==> config.mk <==
export PLATFORM = sky130hd
export DESIGN_NAME = fwd_hazard_unit
export DESIGN_NICKNAME = d
export VERILOG_FILES = /design/src/rtl/fwd_hazard_pkg.sv /design/src/rtl/fwd_mux_ch.sv /design/src/rtl/fwd_hazard_unit.sv
export SDC_FILE = /design/constraint.sdc
export NUM_CORES = 1
export LEC_CHECK = 0
export CORE_AREA = 5 5 142 144
export CTS_BUF_LIST = sky130_fd_sc_hd__clkbuf_8
export DETAILED_ROUTE_END_ITERATION = 8
export DIE_AREA = 0 0 147 149
export PLACE_DENSITY = 0.83
export SLEW_MARGIN = 0
export SYNTH_ARGS = -nofsm -noshare
export SYNTH_HDL_FRONTEND = slang
export SYNTH_SLANG_ARGS = --single-unit
==> constraint.sdc <==
create_clock -name clk -period 6.15 [get_ports clk]
set_input_delay 0.9225 -clock clk [delete_from_list [all_inputs] [get_ports clk]]
set_output_delay 0.9225 -clock clk [all_outputs]
set_load 0.1 [all_outputs]
==> src/rtl/fwd_hazard_pkg.sv <==
// Shared encodings for the operand bypass and hazard controller.
package fwd_hazard_pkg;

  localparam logic [1:0] SEL_RF  = 2'd0;
  localparam logic [1:0] SEL_WB  = 2'd1;
  localparam logic [1:0] SEL_MEM = 2'd2;
  localparam logic [1:0] SEL_EXE = 2'd3;

  typedef enum logic [1:0] {
    ST_RUN  = 2'd0,
    ST_WAIT = 2'd1,
    ST_ERR  = 2'd2
  } state_e;

endpackage

==> src/rtl/fwd_mux_ch.sv <==
// One operand channel: destination compare against EXE/MEM/WB and priority bypass mux.
module fwd_mux_ch
  import fwd_hazard_pkg::*;
#(
  parameter int DATA_W = 32,
  parameter int REG_AW = 5
) (
  input  logic [REG_AW-1:0] src_addr,
  input  logic              src_used,
  input  logic [DATA_W-1:0] rf_data,
  input  logic [REG_AW-1:0] exe_dest,
  input  logic [REG_AW-1:0] mem_dest,
  input  logic [REG_AW-1:0] wb_dest,
  input  logic              exe_wb_en,
  input  logic              mem_wb_en,
  input  logic              wb_wb_en,
  input  logic [DATA_W-1:0] exe_result,
  input  logic [DATA_W-1:0] mem_result,
  input  logic [DATA_W-1:0] wb_result,
  output logic [DATA_W-1:0] data,
  output logic [1:0]        sel,
  output logic              hit_exe
);

  logic src_valid;
  logic hit_mem;
  logic hit_wb;

  // r0 reads as zero, so it must never pick up an in-flight write
  assign src_valid = src_used & (src_addr != '0);
  assign hit_exe   = src_valid & exe_wb_en & (src_addr == exe_dest);
  assign hit_mem   = src_valid & mem_wb_en & (src_addr == mem_dest);
  assign hit_wb    = src_valid & wb_wb_en  & (src_addr == wb_dest);

  always_comb begin
    data = rf_data;
    sel  = SEL_RF;
    if (hit_exe) begin
      data = exe_result;
      sel  = SEL_EXE;
    end else if (hit_mem) begin
      data = mem_result;
      sel  = SEL_MEM;
    end else if (hit_wb) begin
      data = wb_result;
      sel  = SEL_WB;
    end
  end

endmodule

==> src/rtl/fwd_hazard_unit.sv <==
// Operand bypass, load-use stall and data-memory wait/timeout handling with hazard statistics.
module fwd_hazard_unit
  import fwd_hazard_pkg::*;
#(
  parameter int DATA_W  = 32,
  parameter int REG_AW  = 5,
  parameter int NUM_SRC = 3,
  parameter int TIMEOUT = 255,
  parameter int CNT_W   = 16
) (
  input  logic                      clk,
  input  logic                      rst,
  input  logic [NUM_SRC*REG_AW-1:0] id_src_addr,
  input  logic [NUM_SRC-1:0]        id_src_used,
  input  logic [NUM_SRC*DATA_W-1:0] id_src_data,
  input  logic [REG_AW-1:0]         exe_dest,
  input  logic [REG_AW-1:0]         mem_dest,
  input  logic [REG_AW-1:0]         wb_dest,
  input  logic                      exe_wb_en,
  input  logic                      mem_wb_en,
  input  logic                      wb_wb_en,
  input  logic                      exe_mem_r_en,
  input  logic                      mem_mem_en,
  input  logic                      mem_ready,
  input  logic [DATA_W-1:0]         exe_result,
  input  logic [DATA_W-1:0]         mem_result,
  input  logic [DATA_W-1:0]         wb_result,
  output logic [NUM_SRC*DATA_W-1:0] fwd_data,
  output logic [NUM_SRC*2-1:0]      fwd_sel,
  output logic                      stall_id,
  output logic                      flush_exe,
  output logic                      freeze_all,
  output logic                      mem_timeout,
  output logic [CNT_W-1:0]          lu_stall_cnt,
  output logic [CNT_W-1:0]          mem_wait_cnt
);

  localparam int WCW = $clog2(TIMEOUT + 2);
  localparam logic [WCW-1:0] WC_ONE = WCW'(1);
  localparam logic [WCW-1:0] WC_TO  = WCW'(TIMEOUT);
  localparam logic [WCW-1:0] WC_MAX = WCW'(TIMEOUT + 1);

  logic [NUM_SRC-1:0] hit_exe;
  logic               load_use;
  logic               mem_busy;

  state_e             state_q, state_d;
  logic [WCW-1:0]     wait_ctr_q, wait_ctr_d;
  logic               mem_timeout_q, mem_timeout_d;
  logic [CNT_W-1:0]   lu_stall_cnt_q, lu_stall_cnt_d;
  logic [CNT_W-1:0]   mem_wait_cnt_q, mem_wait_cnt_d;

  for (genvar i = 0; i < NUM_SRC; i++) begin : g_ch
    fwd_mux_ch #(
      .DATA_W (DATA_W),
      .REG_AW (REG_AW)
    ) u_ch (
      .src_addr   (id_src_addr[i*REG_AW +: REG_AW]),
      .src_used   (id_src_used[i]),
      .rf_data    (id_src_data[i*DATA_W +: DATA_W]),
      .exe_dest   (exe_dest),
      .mem_dest   (mem_dest),
      .wb_dest    (wb_dest),
      .exe_wb_en  (exe_wb_en),
      .mem_wb_en  (mem_wb_en),
      .wb_wb_en   (wb_wb_en),
      .exe_result (exe_result),
      .mem_result (mem_result),
      .wb_result  (wb_result),
      .data       (fwd_data[i*DATA_W +: DATA_W]),
      .sel        (fwd_sel[i*2 +: 2]),
      .hit_exe    (hit_exe[i])
    );
  end

  assign load_use = (|hit_exe) & exe_mem_r_en;
  assign mem_busy = mem_mem_en & ~mem_ready;

  // Freeze wins over load-use; the bubble is deferred to the first unfrozen cycle
  assign freeze_all = rst & mem_busy;
  assign stall_id   = rst & (mem_busy | load_use);
  assign flush_exe  = rst & ~mem_busy & load_use;

  always_comb begin
    state_d       = state_q;
    wait_ctr_d    = wait_ctr_q;
    mem_timeout_d = mem_timeout_q;
    case (state_q)
      ST_RUN: begin
        if (mem_busy) begin
          wait_ctr_d = WC_ONE;
          if (WC_ONE >= WC_TO) begin
            mem_timeout_d = 1'b1;
            state_d       = ST_ERR;
          end else begin
            state_d = ST_WAIT;
          end
        end
      end
      ST_WAIT: begin
        if (mem_ready || !mem_mem_en) begin
          state_d    = ST_RUN;
          wait_ctr_d = '0;
        end else begin
          if (wait_ctr_q != WC_MAX) wait_ctr_d = wait_ctr_q + WC_ONE;
          if (wait_ctr_d >= WC_TO) begin
            mem_timeout_d = 1'b1;
            state_d       = ST_ERR;
          end
        end
      end
      ST_ERR: begin
        if (mem_ready) begin
          state_d    = ST_RUN;
          wait_ctr_d = '0;
        end
      end
      default: begin
        state_d    = ST_RUN;
        wait_ctr_d = '0;
      end
    endcase
  end

  always_comb begin
    lu_stall_cnt_d = lu_stall_cnt_q;
    mem_wait_cnt_d = mem_wait_cnt_q;
    if (load_use && !mem_busy && (lu_stall_cnt_q != '1))
      lu_stall_cnt_d = lu_stall_cnt_q + CNT_W'(1);
    if (mem_busy && (mem_wait_cnt_q != '1))
      mem_wait_cnt_d = mem_wait_cnt_q + CNT_W'(1);
  end

  always_ff @(posedge clk or negedge rst) begin
    if (!rst) begin
      state_q        <= ST_RUN;
      wait_ctr_q     <= '0;
      mem_timeout_q  <= 1'b0;
      lu_stall_cnt_q <= '0;
      mem_wait_cnt_q <= '0;
    end else begin
      state_q        <= state_d;
      wait_ctr_q     <= wait_ctr_d;
      mem_timeout_q  <= mem_timeout_d;
      lu_stall_cnt_q <= lu_stall_cnt_d;
      mem_wait_cnt_q <= mem_wait_cnt_d;
    end
  end

  assign mem_timeout  = mem_timeout_q;
  assign lu_stall_cnt = lu_stall_cnt_q;
  assign mem_wait_cnt = mem_wait_cnt_q;

endmodule

==> Word-level counts from Yosys, hierarchy flattened <==
Index checks and enable logic that the tools add are counted.
{ "totals": {"inputBits": 233, "ff_bits": 44, "elab_cells": 101, "output_inout_bits": 138} }
{ "op_classes": {"n_mux": 30, "n_bitwise": 31, "magnitude_cmp": 1, "n_eq_ne": 17, "add_sub_neg": 3, "n_reduce_logical": 14} }
{ "ops": {"columns": ["operator", "n"], "rows": [
  ["2-to-1 mux 32 bit", 9],
  ["2-to-1 mux 9 bit", 6],
  ["equality test 5 bit", 9],
  ["adder 16 x 1 -> 16 bit, second input constant", 2],
  ["inequality test 16 bit, second input constant", 2],
  ["bitwise AND 1 bit", 27],
  ["one-hot mux 9 bit (3 select lines)", 1],
  ["2-to-1 mux 2 bit", 10],
  ["nonzero test 5 bit", 3],
  ["adder 9 x 1 -> 9 bit, second input constant", 1],
  [">= comparator 9 x 8 -> 1 bit, second input constant", 1],
  ["inequality test 9 bit, second input constant", 1],
  ["one-hot mux 2 bit (3 select lines)", 1],
  ["AND reduction 3 bit", 2],
  ["inequality test 2 bit, second input constant", 2],
  ["logical AND 1 bit", 3],
  ["2-to-1 mux 1 bit", 3],
  ["inequality test 3 bit, second input constant", 1],
  ["NOT 1 bit", 3],
  ["OR reduction 3 bit", 1],
  ["equality test 2 x 1 -> 1 bit, second input constant", 1],
  ["equality test 2 bit, second input constant", 1],
  ["zero test 1 bit", 2],
  ["zero test 2 bit", 1],
  ["3 further kinds", 3]
]} }

==> Depth between registers and ports, before layout <==
Gate-level depths: netlist of run 1.
{ "logic_depth": {"word_depth": 8, "depth_mapped": 8, "ltp_nobuf": 8} }

==> Modules after synthesis <==
From an unflattened synthesis of run 1, not the netlist that was laid out.
{ "unflattened": {"cells_unflattened": 931, "hier_area_um2": 6423.7} }
{ "by_module_without_submodules": {"columns": ["module", "area_per_inst_um2", "cells_per_inst", "instances", "seq_area_each_um2"], "rows": [
  ["fwd_mux_ch", 1361.3, 236, 3, 0.0],
  ["fwd_hazard_unit", 2339.7, 223, 1, 1101.1]
]} }

==> Least setup slack after synthesis of run 1 <==
OpenSTA, ideal clock, no wires.
{ "synth_path": {"kind": "input -> output", "from": "input id_src_addr[0]", "to": "output fwd_data[14]", "required_ns": 5.227, "path_stages": 8, "path_buffers": 2, "arrival_time_ns": 3.789, "setup_slack_ns": 1.438, "path_cell_list": "or4_1 > o21ai_2 > nor3_2 > nor2_1 > buf_2 > buf_2 > nor2_1 > a21oi_1"} }
{ "synth_between": {"elab_chain_cells": 7, "word_cells_on_any_way": 14, "cone_classes": "eq/ne: 3; mux: 3; bitwise: 7; reduce/logical: 1"} }
{ "synth_rtl": {"columns": ["element", "line", "rtl"], "rows": [
  ["start: declaration", "fwd_hazard_unit.sv:13", "input logic [NUM_SRC*REG_AW-1:0] id_src_addr,"],
  ["nonzero test 5 bit", "fwd_mux_ch.sv:30", "assign src_valid = src_used & (src_addr != '0);"],
  ["bitwise AND 1 bit", "fwd_mux_ch.sv:30", null],
  ["bitwise AND 1 bit (2 in a row)", "fwd_mux_ch.sv:33", "assign hit_wb = src_valid & wb_wb_en & (src_addr == wb_dest);"],
  ["2-to-1 mux 32 bit", "fwd_mux_ch.sv:44", "end else if (hit_wb) begin"],
  ["2-to-1 mux 32 bit", "fwd_mux_ch.sv:41", "end else if (hit_mem) begin"],
  ["2-to-1 mux 32 bit *", "fwd_mux_ch.sv:38", "if (hit_exe) begin"],
  ["end: declaration", "fwd_hazard_unit.sv:28", "output logic [NUM_SRC*DATA_W-1:0] fwd_data,"]
]} }
Mark *: on every way between the ends. The rest lies on a longest branch, timed or not.

==> Worst setup path in the final report of run 1 <==
{ "layout_path": {"from": "input id_src_addr[3]", "to": "output flush_exe"} }
{ "layout_between": {"elab_chain_cells": 7, "word_cells_on_any_way": 8, "cone_classes": "eq/ne: 1; bitwise: 5; reduce/logical: 2"} }
{ "layout_rtl": {"columns": ["element", "line", "rtl"], "rows": [
  ["nonzero test 5 bit", "fwd_mux_ch.sv:30", null],
  ["bitwise AND 1 bit", "fwd_mux_ch.sv:30", null],
  ["bitwise AND 1 bit", "fwd_mux_ch.sv:31", "assign hit_exe = src_valid & exe_wb_en & (src_addr == exe_dest);"],
  ["bitwise AND 1 bit *", "fwd_mux_ch.sv:31", null],
  ["OR reduction 3 bit *", "fwd_hazard_unit.sv:76", "assign load_use = (|hit_exe) & exe_mem_r_en;"],
  ["bitwise AND 1 bit *", "fwd_hazard_unit.sv:76", null],
  ["bitwise AND 1 bit *", "fwd_hazard_unit.sv:82", "assign flush_exe = rst & ~mem_busy & load_use;"],
  ["end: declaration", "fwd_hazard_unit.sv:31", "output logic flush_exe,"]
]} }
Marked as above.

==> impl_metrics.toml, run 1 <==
[synth]
synth_compound_area_share_pct = 13.7
yosys_warnings = 0
mappedNetlistNets = 992
synth.distinct_cells = 49
avgSynthCellArea_sq_um = 8.08
synth_xor_xnor_area_share_pct = 10.6
netlist_area_sq_um = 6090
syn_inst = 754
synthSimpleGateAreaFrac_pct = 18.2
synth_seq_area_share_pct = 18.1
synth_seq_cells = 44
synth_fa_ha_area_share_pct = 1.03
synth_top_family_by_area = "multiplexers"
synth.mux.area_fraction_pct = 34.3

[setup_path]
rr_startpoint = "wait_ctr_q[0]"
worstSetupPathType = "in2out"
worstPathMaxFanout = 18
startpoint_type = "input port"
cp-startpoint = "id_src_addr[3]"
r2r-end = "state_q[0]"
rr_worst_depth = 8
reg2reg_slack_ns = 3.50
endpoint = "flush_exe"
end_kind = "primary output"
critPathArrivalTime_ns = 4.22
worstPathRequired_ns = 5.23

[route]
first_iter_violations = 356
wire_per_inst_um = 20.0
viasPerCell = 5.27
ant_nets = 0
drt_first_pass_iters = 7
drc = 0
drt_wl_total_um = 26900
num_vias = 7063

[timing]
period_minus_slack_ns = 5.14
setup_tns_ns = 0
timing.fmax_ghz = 0.195
rsz0062_at_grt = "false"
setup_viol = 0
fin_crit_sh_pct = 83.6
setup_ws_ns = 1.01
hold_viol = 0
slew_violations = 0
worstMarginPinSlew_ns = 1.22
worst_clock_skew_ns = 0.0144
relSlewSlack_pct = 17.9

[power_and_ir_drop]
peakVddDrop_mv = 0.140
power_leakage_nw = 3.74
p_int_mw = 0.783
p_switching_mw = 0.844
powerDensity_nw_per_um2 = 164
share_comb_of_total_power_pct = 64.5
power_frac_seq_pct = 21.1
netSwitchingFraction_pct = 51.9
total_power_mw = 1.63
p_clk_share_pct = 14.4

[layout]
nFillCells = 1718
layout.nets = 1339
syn2layout_area_growth_pct = 63.0
finalInstanceArea_sq_um = 9920
layout-drive-gt1-share_pct = 21.4
stdcell_count = 1340

[cts]
postCtsSetupBuffers = 0
htree_levels = 2
clk_pin_slew_ns = 0.09
cts_buffers = 5
cts_tree = "done"
insertion_delay_ns = 0.30
postCtsResizedCells = 0
cts_sinks = 44
cts_root_buf = "clkbuf_8"
clockBufferDepth = 2
postCtsHoldBufs = 0

[global_route]
grt_max_degree = 65
grt_util_all_layers_pct = 22.9
overflow = 0
grt_pass1_vias = 7201
antenna_found_initial = 5
grt_pass1_wl_um = 40400

[min_path]
hold_class = "in2async"

[floorplanning]
coreArea_sq_um = 18600
dieHeight_um = 149
fp.dieArea_sq_um = 21900
io_pins = 371
die_width_um = 147
rows = 50
start_util_pct = 32.8

[placement]
place_area_sq_um = 9790
dp_cells = 1328
portBuffers = 370
dpl.hpwl_um = 22000
finalWeightedCongestion = 0.953
dp_slack_ns = 1.00

[job]
cap_violations = 0

[status]
status = "completed"
-- synth_stat cells, drive strengths merged --
cell,count,area [sq um]
nor2,116,435
a21oi,103,515
mux2,99,1110
mux2i,97,971
xnor2,61,534
dfrtp,44,1100
nand2,39,146
buf,29,144
nor3,20,143
nand4,19,119
clkbuf,16,60.1
o21ai,16,106
inv,13,48.8
nand3,13,65.1
xor2,13,114
and2,6,37.5
ha,5,62.6
a21o,4,30.0
and3,4,25.0
or3,4,25.0
o21bai,3,22.5
o31ai,3,22.5
or4,3,30.0
a22o,2,17.5
a41oi,2,17.5
nand2b,2,12.5
nand3b,2,15.0
nor4b,2,17.5
o41ai,2,17.5
or4b,2,20.0
a211oi,1,7.51
a21boi,1,7.51
a22oi,1,7.51
a32oi,1,8.76
and4,1,8.76
o21a,1,7.51
o311a,1,10.0
o311ai,1,26.3
o32ai,1,8.76
or2,1,6.26
-- power by group through the flow --
| stage | Combinational, mW | Clock [mW] | Sequential [mW] |
|---|---|---|---|
| finish | 1.05 | 0.234 | 0.344 |
| global route | 1.09 | 0.251 | 0.348 |
| CTS | 1.05 | 0.240 | 0.344 |
| floorplan | 0.526 | 0 | 0.510 |
| detailed placement | 1.05 | 0 | 0.349 |
| global placement | 1.04 | 0 | 0.347 |
-- per-layer routing --
layer  track usage, %  part of all wire (%)  wire [um]
met1             27.1                    39      10500
met5                0                 0.074         20
met4             8.99                   4.4       1180
met2             39.9                    49      13200
met3             5.56                   7.4       2000
-- per-stage QoR --
stage                     hold slack, ns  util, %
after global placement             0.479     52.7
final                              0.488     53.4
after global routing               0.503     53.4
after floorplan                    0.498        -
after CTS                          0.489     53.4
after detailed placement           0.486     52.7
-- flip-flops by register name (all words and copies together) (netlist names) --
register	count
wait_ctr_q	9
state_q	2
mem_timeout	1
mem_wait_cnt	16
lu_stall_cnt	16
-- kinds of logic (layout without fill, tap and decap cells) --
logic type               count (synthesis)  count (layout)
other                                    0               4
adder cells (fa/ha/maj)                  5               5
AND/OR/NAND/NOR                        234             234
multiplexers                           196             196
buffers and inverters                   58             406
AO/OA/AOI/OAI                          143             143
XOR/XNOR                                74              74
flip-flops                              44              44
-- worst min-delay path by stage --
stage                                   to  cells after the start  slack, ns        start
final                     lu_stall_cnt[12]                      1       0.49          rst
after global routing      lu_stall_cnt[11]                      1       0.50          rst
after CTS                 lu_stall_cnt[12]                      1       0.49          rst
after detailed placement       mem_timeout                      1       0.49  mem_timeout
after global placement         mem_timeout                      1       0.48  mem_timeout
after floorplan              wait_ctr_q[0]                      1       0.50   state_q[1]
-- cell usage in the layout, fill, tap and decap left out, types with 4 or more instances in the layout --
cell type	count
a21o_1	4
a21oi_1	103
and2_1	5
and3_1	4
buf_4	113
clkbuf_8	6
clkdlybuf4s50_1	271
dfrtp_1	44
diode_2	4
ha_1	5
inv_1	13
mux2_2	97
mux2i_1	97
nand2_1	39
nand3_1	13
nand4_1	19
nor2_1	113
nor3_1	14
nor3_4	6
o21ai_0	13
or3_1	4
xnor2_1	61
xor2_1	13
-- critical path: stages --
cell and delay [ns]:
clkdlybuf4s50_1 0.51, or4_1 0.56, o21ai_2 0.26, nor3_4 0.11
buf_4 0.24, or3_1 0.44, and3_1 0.21, clkdlybuf4s50_1 0.96
-- final cells by class --
type                    instances  area, sq um  share of cell area, %
diodes                          4         10.0                  0.101
clock buffers                   6         82.6                  0.832
clock inverters                 2         38.8                  0.391
inverters                      13         48.8                  0.492
multi-input cells             652         4780                   48.2
flip-flops and latches         44         1100                   11.1
well taps                     234          293                   2.95
repair buffers                385         3570                   35.9
Power figures use the tool's default switching activity.
==> inputs of run 2 (changes only) <==
--- a/config.mk
+++ b/config.mk
@@ -5,11 +5,11 @@
 export SDC_FILE = /design/constraint.sdc
 export NUM_CORES = 1
 export LEC_CHECK = 0
-export CORE_AREA = 5 5 142 144
+export CORE_AREA = 5 5 139 141
 export CTS_BUF_LIST = sky130_fd_sc_hd__clkbuf_8
 export DETAILED_ROUTE_END_ITERATION = 8
-export DIE_AREA = 0 0 147 149
-export PLACE_DENSITY = 0.83
+export DIE_AREA = 0 0 144 146
+export PLACE_DENSITY = 0.86
 export SLEW_MARGIN = 0
 export SYNTH_ARGS = -nofsm -noshare
 export SYNTH_HDL_FRONTEND = slang
==> constraint.sdc (replaced) <==
create_clock -name clk -period 4.8 [get_ports clk]
set_input_delay 0.72 -clock clk [delete_from_list [all_inputs] [get_ports clk]]
set_output_delay 0.72 -clock clk [all_outputs]
set_load 0.1 [all_outputs]
==> impl_metrics.toml, run 2 (synthesis gave the netlist of run 1 again) <==
[cts]
clk_pin_slew_ns = 0.08
cts_sinks = 44
htree_levels = 2
cts_tree = "done"
cts_buffers = 5
cts_root_buf = "clkbuf_8"
postCtsResizedCells = 0
postCtsHoldBufs = 0
clockBufferDepth = 2
postCtsSetupBuffers = 0
insertion_delay_ns = 0.31

[setup_path]
startpoint_type = "input port"
path_buf_inv = 3
worstSetupPathType = "in2out"
reg2reg_slack_ns = 2.16
path_depth = 9
crit_path_max_incr_delay_ns = 0.59
worstPathRequired_ns = 4.08
rr_startpoint = "wait_ctr_q[0]"
end_kind = "primary output"
worstPathMaxFanout = 21
cp_cell_sequence = "clkdlybuf4s50_1, or4_4, o21ai_4, nor3_1, nor2_4, buf_4, nor2_1, a21oi_1, buf_12"
r2r-end = "state_q[0]"
rr_worst_depth = 8
cp-startpoint = "id_src_addr[10]"
critPathArrivalTime_ns = 3.56
critPathSlowestCell = "or4_4"
cpLargestDelayFamily = "simple AND/OR/NAND/NOR gates"
endpoint = "fwd_data[77]"

[placement]
dp_cells = 1324
place_area_sq_um = 11000
portBuffers = 370
dpl.hpwl_um = 24400
dp_slack_ns = 0.558
finalWeightedCongestion = 0.995

[layout]
finalInstanceArea_sq_um = 11100
nFillCells = 1425
layout.nets = 1340
multiInputGateArea_sq_um = 4780
layout_common_cells = "265 x clkdlybuf4s50_1, 113 x nor2_1, 103 x a21oi_1"
layout_commonest_cell = "clkdlybuf4s50_1"
regArea_sq_um = 1100
utilization_pct = 62.1
syn2layout_area_growth_pct = 82.1
layout-drive-gt1-share_pct = 22.0
stdcell_count = 1335

[min_path]
hold_class = "reg2reg"

[power_and_ir_drop]
powerDensity_nw_per_um2 = 198
power_leakage_nw = 4.19
peakVddDrop_mv = 0.525
total_power_mw = 2.20

[floorplanning]
dieHeight_um = 146
coreArea_sq_um = 17800
fp.dieArea_sq_um = 21000
die_width_um = 144
start_util_pct = 34.1
rows = 49
io_pins = 371

[timing]
setup_tns_ns = 0
fin_crit_sh_pct = 89.2
rsz0062_at_grt = "false"
timing.fmax_ghz = 0.234
whs_ns = 0.479
setup_viol = 0
worst_clock_skew_ns = 0.00650
relSlewSlack_pct = 15.6
worstMarginPinSlew_ns = 1.26
hold_viol = 0
setup_ws_ns = 0.518
slew_violations = 0
period_minus_slack_ns = 4.28

[global_route]
overflow = 0
grt_max_degree = 66
grt_util_all_layers_pct = 26.9
grt_pass1_vias = 7456
grt_pass1_wl_um = 43700
antenna_found_initial = 4

[route]
drt_wl_total_um = 29700
viasPerCell = 5.45
ant_nets = 0
drt_first_pass_iters = 5
first_iter_violations = 382
drc = 0
wire_per_inst_um = 22.2
num_vias = 7273

[job]
cap_violations = 0

[status]
status = "completed"
[run 2: cell types whose count changed in the layout (fill, tap and decap cells not counted), sizes merged]
cell | previous run | this run
buf | 114 | 121
clkdlybuf4s50 | 271 | 265
clkinv | 1 | 3
bufinv | 1 | 0
clkbuf | 6 | 5
diode | 4 | 3
[run 2: layout make-up]
class	instances	share of cell area, %
Antenna cell	3	0.0677
Clock buffer	5	0.621
Clock inverter	3	0.169
Inverter	13	0.440
Multi-Input combinational cell	652	43.1
Sequential cell	44	9.93
Tap cell	229	2.58
Timing Repair Buffer	386	43.0
[run 2: worst min path at each step]
stage,start,end,cells after the start
finish,mem_timeout,mem_timeout,1
global route,mem_timeout,mem_timeout,1
CTS,mem_timeout,mem_timeout,1
detailed placement,mem_timeout,mem_timeout,1
global placement,mem_timeout,mem_timeout,1
floorplan,rst,lu_stall_cnt[0],0
[run 2: worst register-to-register path: cells and delay by family, from the launching register on]
| family | cells | cell delay, ns |
|---|---|---|
| AOI/OAI and AO/OA | 3 | 0.83 |
| buffers and inverters | 1 | 0.15 |
| DFF | 1 | 0.48 |
| xor gates and xnor gates | 1 | 0.15 |
| adders and majority gates | 1 | 0.16 |
| and+or+nand+nor | 2 | 0.73 |
[run 2: per-layer routing]
metal  wire, um  vias to the layer above  track usage (%)
met2      15200                      359             47.0
li1           -                     3407                -
met3       2960                       50             8.38
met4        810                        2             8.00
met5         13                        -                0
met1      10700                     3455             31.2
[run 2: report_power, final]
part	switching, mW	internal (mW)	total [mW]
Sequential	0.0419	0.402	0.444
Combinational	0.955	0.565	1.52
Clock	0.133	0.101	0.235
Total	1.13	1.07	2.20
